<file path="config.mk">
export PLATFORM = sky130hd
export DESIGN_NAME = inst_sram_responder
export DESIGN_NICKNAME = d
export VERILOG_FILES = /design/src/rtl/inst_sram_responder.sv
export SDC_FILE = /design/constraint.sdc
export NUM_CORES = 1
export LEC_CHECK = 0
export BUFFER_PORTS_ARGS = -buffer_cell sky130_fd_sc_hd__buf_4
export CAP_MARGIN = 20
export CORE_ASPECT_RATIO = 0.8
export CORE_UTILIZATION = 46
export CTS_CLUSTER_DIAMETER = 50
export DETAILED_ROUTE_END_ITERATION = 7
export HOLD_SLACK_MARGIN = 0.03
export PLACE_DENSITY = 0.92
export SLEW_MARGIN = 20
export SYNTH_ARGS = -nofsm -noshare
export SYNTH_HDL_FRONTEND = slang
export SYNTH_SLANG_ARGS = --single-unit
</file>
<file path="constraint.sdc">
create_clock -name clk -period 1.65 [get_ports clk]
set_input_delay 0.0825 -clock clk [delete_from_list [all_inputs] [get_ports clk]]
set_output_delay 0.0825 -clock clk [all_outputs]
set_load 0.1 [all_outputs]
</file>
<file path="src/rtl/inst_sram_responder.sv">
// inst_sram_responder: single-outstanding instruction fetch responder with address classification and bus timeout.
// Define INST_SRAM_TLB_EN to translate mapped addresses through the external TLB lookup.
module inst_sram_responder #(
  parameter int unsigned TIMEOUT_CYCLES = 255
) (
  input  logic        clk,
  input  logic        resetn,
  input  logic [31:0] inst_sram_addr,
  input  logic        inst_sram_readen,
  output logic [31:0] inst_sram_rdata,
  output logic        inst_sram_valid,
  output logic        inst_sram_addressError,
  output logic        inst_sram_tlb_miss,
  output logic        inst_sram_tlb_invalid,
  output logic        inst_sram_tlb_ready,
  output logic [19:0] tlb_vpn,
  input  logic        tlb_hit,
  input  logic        tlb_v,
  input  logic [19:0] tlb_pfn,
  output logic        mem_req,
  output logic [31:0] mem_addr,
  input  logic        mem_ack,
  input  logic [31:0] mem_rdata
);
  typedef enum logic [1:0] {IDLE, FETCH, RESP} state_t;
  localparam logic [15:0] LP_LAST = 16'(TIMEOUT_CYCLES - 1);
  state_t      r_state;
  logic [31:0] r_rdata, r_mem_addr;
  logic [15:0] r_cnt;
  logic        r_valid, r_aerr, r_miss, r_inv, r_ready, r_mem_req;
  logic        w_misalign, w_miss, w_inv, w_err;
  logic [31:0] w_pa;
  assign w_misalign = |inst_sram_addr[1:0];
`ifdef INST_SRAM_TLB_EN
  logic w_kseg;
  assign w_kseg  = inst_sram_addr[31:30] == 2'b10;
  assign tlb_vpn = inst_sram_addr[31:12];
  assign w_miss  = !w_kseg && !tlb_hit;
  assign w_inv   = !w_kseg && tlb_hit && !tlb_v;
  assign w_pa    = w_kseg ? {3'b000, inst_sram_addr[28:0]} : {tlb_pfn, inst_sram_addr[11:0]};
`else
  logic w_unused;
  assign w_unused = &{1'b0, tlb_hit, tlb_v, tlb_pfn, inst_sram_addr[31:29]};
  assign tlb_vpn  = '0;
  assign w_miss   = 1'b0;
  assign w_inv    = 1'b0;
  assign w_pa     = {3'b000, inst_sram_addr[28:0]};
`endif
  assign w_err = w_misalign | w_miss | w_inv;
  // Response flags default low each cycle so RESP lasts exactly one cycle unless re-entered.
  always_ff @(posedge clk or negedge resetn) begin
    if (!resetn) begin
      r_state    <= IDLE;
      r_rdata    <= '0;
      r_mem_addr <= '0;
      r_cnt      <= '0;
      r_valid    <= 1'b0;
      r_aerr     <= 1'b0;
      r_miss     <= 1'b0;
      r_inv      <= 1'b0;
      r_ready    <= 1'b0;
      r_mem_req  <= 1'b0;
    end else begin
      r_valid <= 1'b0;
      r_aerr  <= 1'b0;
      r_miss  <= 1'b0;
      r_inv   <= 1'b0;
      r_ready <= 1'b0;
      if (r_state == FETCH) begin
        if (mem_ack) begin
          r_rdata   <= mem_rdata;
          r_valid   <= 1'b1;
          r_ready   <= 1'b1;
          r_mem_req <= 1'b0;
          r_state   <= RESP;
        end else if (r_cnt == LP_LAST) begin
          r_aerr    <= 1'b1;
          r_ready   <= 1'b1;
          r_mem_req <= 1'b0;
          r_state   <= RESP;
        end else begin
          r_cnt <= r_cnt + 16'd1;
        end
      end else if (inst_sram_readen) begin
        if (w_err) begin
          r_aerr  <= w_misalign;
          r_miss  <= !w_misalign && w_miss;
          r_inv   <= !w_misalign && w_inv;
          r_ready <= 1'b1;
          r_state <= RESP;
        end else begin
          r_mem_req  <= 1'b1;
          r_mem_addr <= w_pa;
          r_cnt      <= '0;
          r_state    <= FETCH;
        end
      end else begin
        r_state <= IDLE;
      end
    end
  end
  assign inst_sram_rdata        = r_rdata;
  assign inst_sram_valid        = r_valid;
  assign inst_sram_addressError = r_aerr;
  assign inst_sram_tlb_miss     = r_miss;
  assign inst_sram_tlb_invalid  = r_inv;
  assign inst_sram_tlb_ready    = r_ready;
  assign mem_req                = r_mem_req;
  assign mem_addr               = r_mem_addr;
endmodule

</file>
* Yosys cells after proc, flatten, opt, wreduce, memory -nomap -nowiden *
Index checks and enable logic that the tools add are counted.

storage, ports and cells
  bits in registers = 83
  input bits = 90
  output and inout bits = 90

cells by class
  reduce and logical (&&, ||, !) cells = 6
  $add $sub $neg = 1
  bitwise operators = 2
  equality and inequality tests = 6
  muxes and demuxes = 24

operator list
  kind                   count
  $mux 16                5
  $add 16x1->16 const B  1
  $eq 16x8->1 const B    1
  $mux 1                 14
  $mux 2                 5
  $reduce_and 3->1       2
  $ne 2x2->1 const B     2
  $reduce_and 4->1       1
  $ne 3x2->1 const B     1
  $eq 2x1->1 const B     1
  $ne 2x1->1 const B     1
  $not 1->1              2
  $reduce_and 2->1       1
  $reduce_bool 2->1      1
  $reduce_or 2->1        1

* Logic depth before layout (Yosys ltp) *
  word-level depth = 4
  gate-level depth with buffers = 7
  mapped depth without buffers = 6

* Worst setup path before layout *
OpenSTA, ideal clock, no wires.

  path type = flip-flop to flip-flop
  from = register r_cnt[0]
  to = register r_cnt[3]
  stages on the path, launching flop included = 7
  path buffers = 0
  library setup time = 0.079 ns
  period minus slack after synthesis = 1.507 ns
  slack = 0.143 ns
  arrival time = 1.428 ns
  cells stage by stage = dfrtp_1 -> inv_1 -> ha_1 -> nor4b_1 -> and4_2 -> nor3_1 -> mux2i_1

on the way
  cells in the longest elaborated chain, start to end = 4

RTL lines
  element                   RTL line  text
  start: declaration        29        logic [15:0] r_cnt;
  start signal: assignment  82        r_cnt <= r_cnt + 16'd1;
  $add 16x1->16             82
  $mux 16                   76        end else if (r_cnt == LP_LAST) begin
  $mux 16                   70        if (mem_ack) begin
  $mux 16                   69        if (r_state == FETCH) begin

Parallel ways exist; a longest one is shown, timed or not. The select of a mux whose other input is x is not followed.
A chain may end at the register's enable or synchronous reset.

* Worst setup path after layout *
  from = register r_cnt[1]
  to = register r_cnt[8]

Same word-level chain as after synthesis.

==> metrics <==
Yosys cell types 34; crit-path max FO 11; synthesis-to-finish area growth 53.43%; Worst IR Drop VDD 1.128 mV; CTS tree yes; Net Sw Frac 53.28%; routed vias 2,965; Final Wtd Congestion 0.8662; die width 101.3 µm; flops & latches, synth 83; DRT antenna net count 0; Clk Latency, worst-skew pair 0.35 ns; I/O Buffers 129; Placeable Area 7532 µm²; worst slack, placed 0.02437 ns; Logic pwr share 53.9%; Achievable Freq 0.6263 GHz; Sw Pwr 4916 µW; vias per inst 5.051; die area 8247 µm²; initial drt markers 231; Max Cap Viol 0; wire per inst 17.16 µm; diodes inserted 0; hold crit path type primary input to flop; Global Route Usage Sum 24.15%; root buf cell clkbuf_8; Cell Area, Synth 3627 µm²; Die Span Y 81.43 µm; yosys warns 0; final setup vio count 0; Worst-path clk slew 0.09 ns; Design Power 9226 µW; H-tree levels 3; crit end category flop; TritonRoute pass-1 iters 4; Design Area, Final 5565 µm²; LEAKAGE 0.002699 µW; vias in the first global route 3,050; RSZ-0062 raised after global routing true; worst path required time 1.90 ns; max-slew violations 0; dpl cell area 4708 µm²; Seq pwr share 29.6%; average size of a mapped cell 13.29 µm²; CTS Buffer Depth 2; overflow left after global routing 0; largest net degree at the start of global routing 34; CP Launch Type flop; DR DRC count 0; Nets 569; CTS Sinks 83; sequential cell area fraction in the yosys report 57.26%; WL final 10.08 mm; initial core utilization 48.16%; # IOs 180; internal power 4310 µW; share of layout cells above drive strength 1 48.13%; clock share of power 16.5%; Tcrit/Tclk final 96.77%; setup slack, reg-to-reg 0.05 ns; initial antenna violation count 0; status finished, final reports clean; Worst Clk Skew 0.009925 ns; Pwr Density 1658 nW/µm²; # rows 28; Synth Instances 273; Crit Path Class flop to flop; first-pass GRT wire length 14.98 mm; Critical Path AT 1.85 ns; Final min period 1.597 ns; Post-DP HPWL 5.922 mm; final hold viol count 0; final worst setup slack 0.05330 ns; CTS Buf Count 9
==> layer usage <==
metal / GRT usage, % / up-vias / wire length [µm]
met5: 0 / - / 0
met4: 8.406 / 0 / 178
met3: 6.383 / 18 / 850
met2: 42.65 / 169 / 5131
met1: 28.85 / 1448 / 3916
li1: - / 1330 / -
==> flip-flops by register name, summed over array words and instances (netlist names) <==
signal and cells:
inst_sram_rdata 32, mem_addr 29, r_cnt 16, r_state 2, inst_sram_addressError 1, inst_sram_tlb_ready 1
inst_sram_valid 1, mem_req 1
==> cell usage in the layout (no fill, tap or decap), types with 2 or more instances in the layout <==
cell type,netlist,layout
and2_1,2,2
and3_1,3,2
nand2b_1,3,3
clkbuf_8,0,10
a31oi_1,9,9
o21a_1,5,5
mux2i_1,9,9
o21ai_0,4,4
buf_4,26,141
dfrtp_1,83,82
buf_12,0,3
nand3_1,6,5
inv_6,0,3
clkinvlp_4,0,2
nor2_1,5,4
dlygate4sd3_1,0,60
conb_1,1,25
a21oi_1,4,4
nand2_1,12,12
nor4b_2,0,2
nor3_1,4,4
mux2_2,59,59
inv_1,4,4
nand4_1,7,7
nor4bb_1,2,2
==> synthesized netlist by cell type <==
cell type | number | area share [%]
conb_1 | 1 | 0.10
buf_6 | 1 | 0.31
a41oi_1 | 1 | 0.24
nand4b_1 | 1 | 0.24
buf_2 | 9 | 1.2
a21oi_1 | 4 | 0.55
nand3b_1 | 1 | 0.21
nor2_1 | 5 | 0.52
nand2_1 | 12 | 1.2
nand2b_1 | 3 | 0.52
o21ai_4 | 1 | 0.45
nor4b_1 | 2 | 0.48
and4_2 | 1 | 0.28
inv_1 | 4 | 0.41
o21a_1 | 5 | 1.0
mux2_2 | 59 | 18
nor4bb_1 | 2 | 0.55
a21o_1 | 1 | 0.21
a31oi_1 | 9 | 1.6
and4_1 | 1 | 0.24
ha_1 | 2 | 0.69
o21ai_0 | 4 | 0.55
nor4_4 | 1 | 0.59
or3b_4 | 1 | 0.31
dfrtp_1 | 83 | 57
nor2b_1 | 1 | 0.17
mux2i_1 | 9 | 2.5
buf_4 | 26 | 5.4
and2_1 | 2 | 0.34
and3_1 | 3 | 0.52
nor3_1 | 4 | 0.55
nand4_1 | 7 | 1.2
nand3_1 | 6 | 0.83
a221oi_2 | 1 | 0.41
==> power by group through the flow <==
stage	combinational (µW)	sequential, µW	clock [µW]
global route	5090	2770	1650
CTS	4930	2700	1550
finish	4980	2730	1520
global placement	4770	2700	0
detailed placement	4810	2740	0
floorplan	746	5780	0
==> area by class of cell <==
type,count,area (µm²)
Inverter,4,15.01
Fill cell,445,1967
Timing Repair Buffer,205,1730
Multi-Input combinational cell,174,1401
Clock inverter,6,71.32
Tap cell,105,131.4
Sequential cell,83,2078
Clock buffer,10,137.6
==> per-stage QoR <==
step	setup TNS [ns]	hold slack [ns]	utilization, %	instances
after global placement	0	0.01477	62.51	509
after detailed placement	0	0.01833	62.51	509
after global routing	-0.003685	0.1414	73.89	587
after CTS	0	0.09905	73.26	585
final	0	0.1350	73.89	587
after floorplan	0	-0.2131	-	297
==> final timing paths <==
kind | from | to | cells after the start
max in group asynchronous | resetn | r_cnt[15]$_DFFE_PN0P_ | 3
min in group asynchronous | resetn | inst_sram_rdata[3]$_DFFE_PN0P_ | 2
max | r_cnt[1]$_DFFE_PN0P_ | r_cnt[8]$_DFFE_PN0P_ | 6
min | mem_ack | mem_req$_DFFE_PN0P_ | 3
max reg2reg | r_cnt[1]$_DFFE_PN0P_ | r_cnt[8]$_DFFE_PN0P_ | 6
min reg2reg | mem_addr[0]$_DFFE_PN0P_ | mem_addr[0]$_DFFE_PN0P_ | 1
==> cells by family (layout without fill, tap and decap cells) <==
kind of cell	Yosys count	in the layout	synth area share, %
AO/OA/AOI/OAI	26	26	5.002
adder cells (fa/ha/maj)	2	2	0.6898
buffers and inverters	40	225	7.347
flip-flops	83	83	57.26
multiplexers	68	68	20.80
other	1	25	0.1034
AND/OR/NAND/NOR	53	53	8.797
==> critical path: stages (launching register included) <==
cell and delay [ns]:
dfrtp_1 0.43, ha_1 0.21, nor4b_2 0.16, nand4_1 0.11, buf_4 0.19, nand2_1 0.13, a221oi_2 0.27
==> timing repair <==
| action | 4_1_cts | 5_1_grt |
|---|---|---|
| buffers inserted | 0 | 2 |
| hold endpoints to repair | 142 | 0 |
| endpoints found under the setup margin | 0 | 27 |
| resized for setup | 0 | 8 |
| hold buffers | 60 | 0 |
Note: power is estimated with default switching activity, not from simulation.
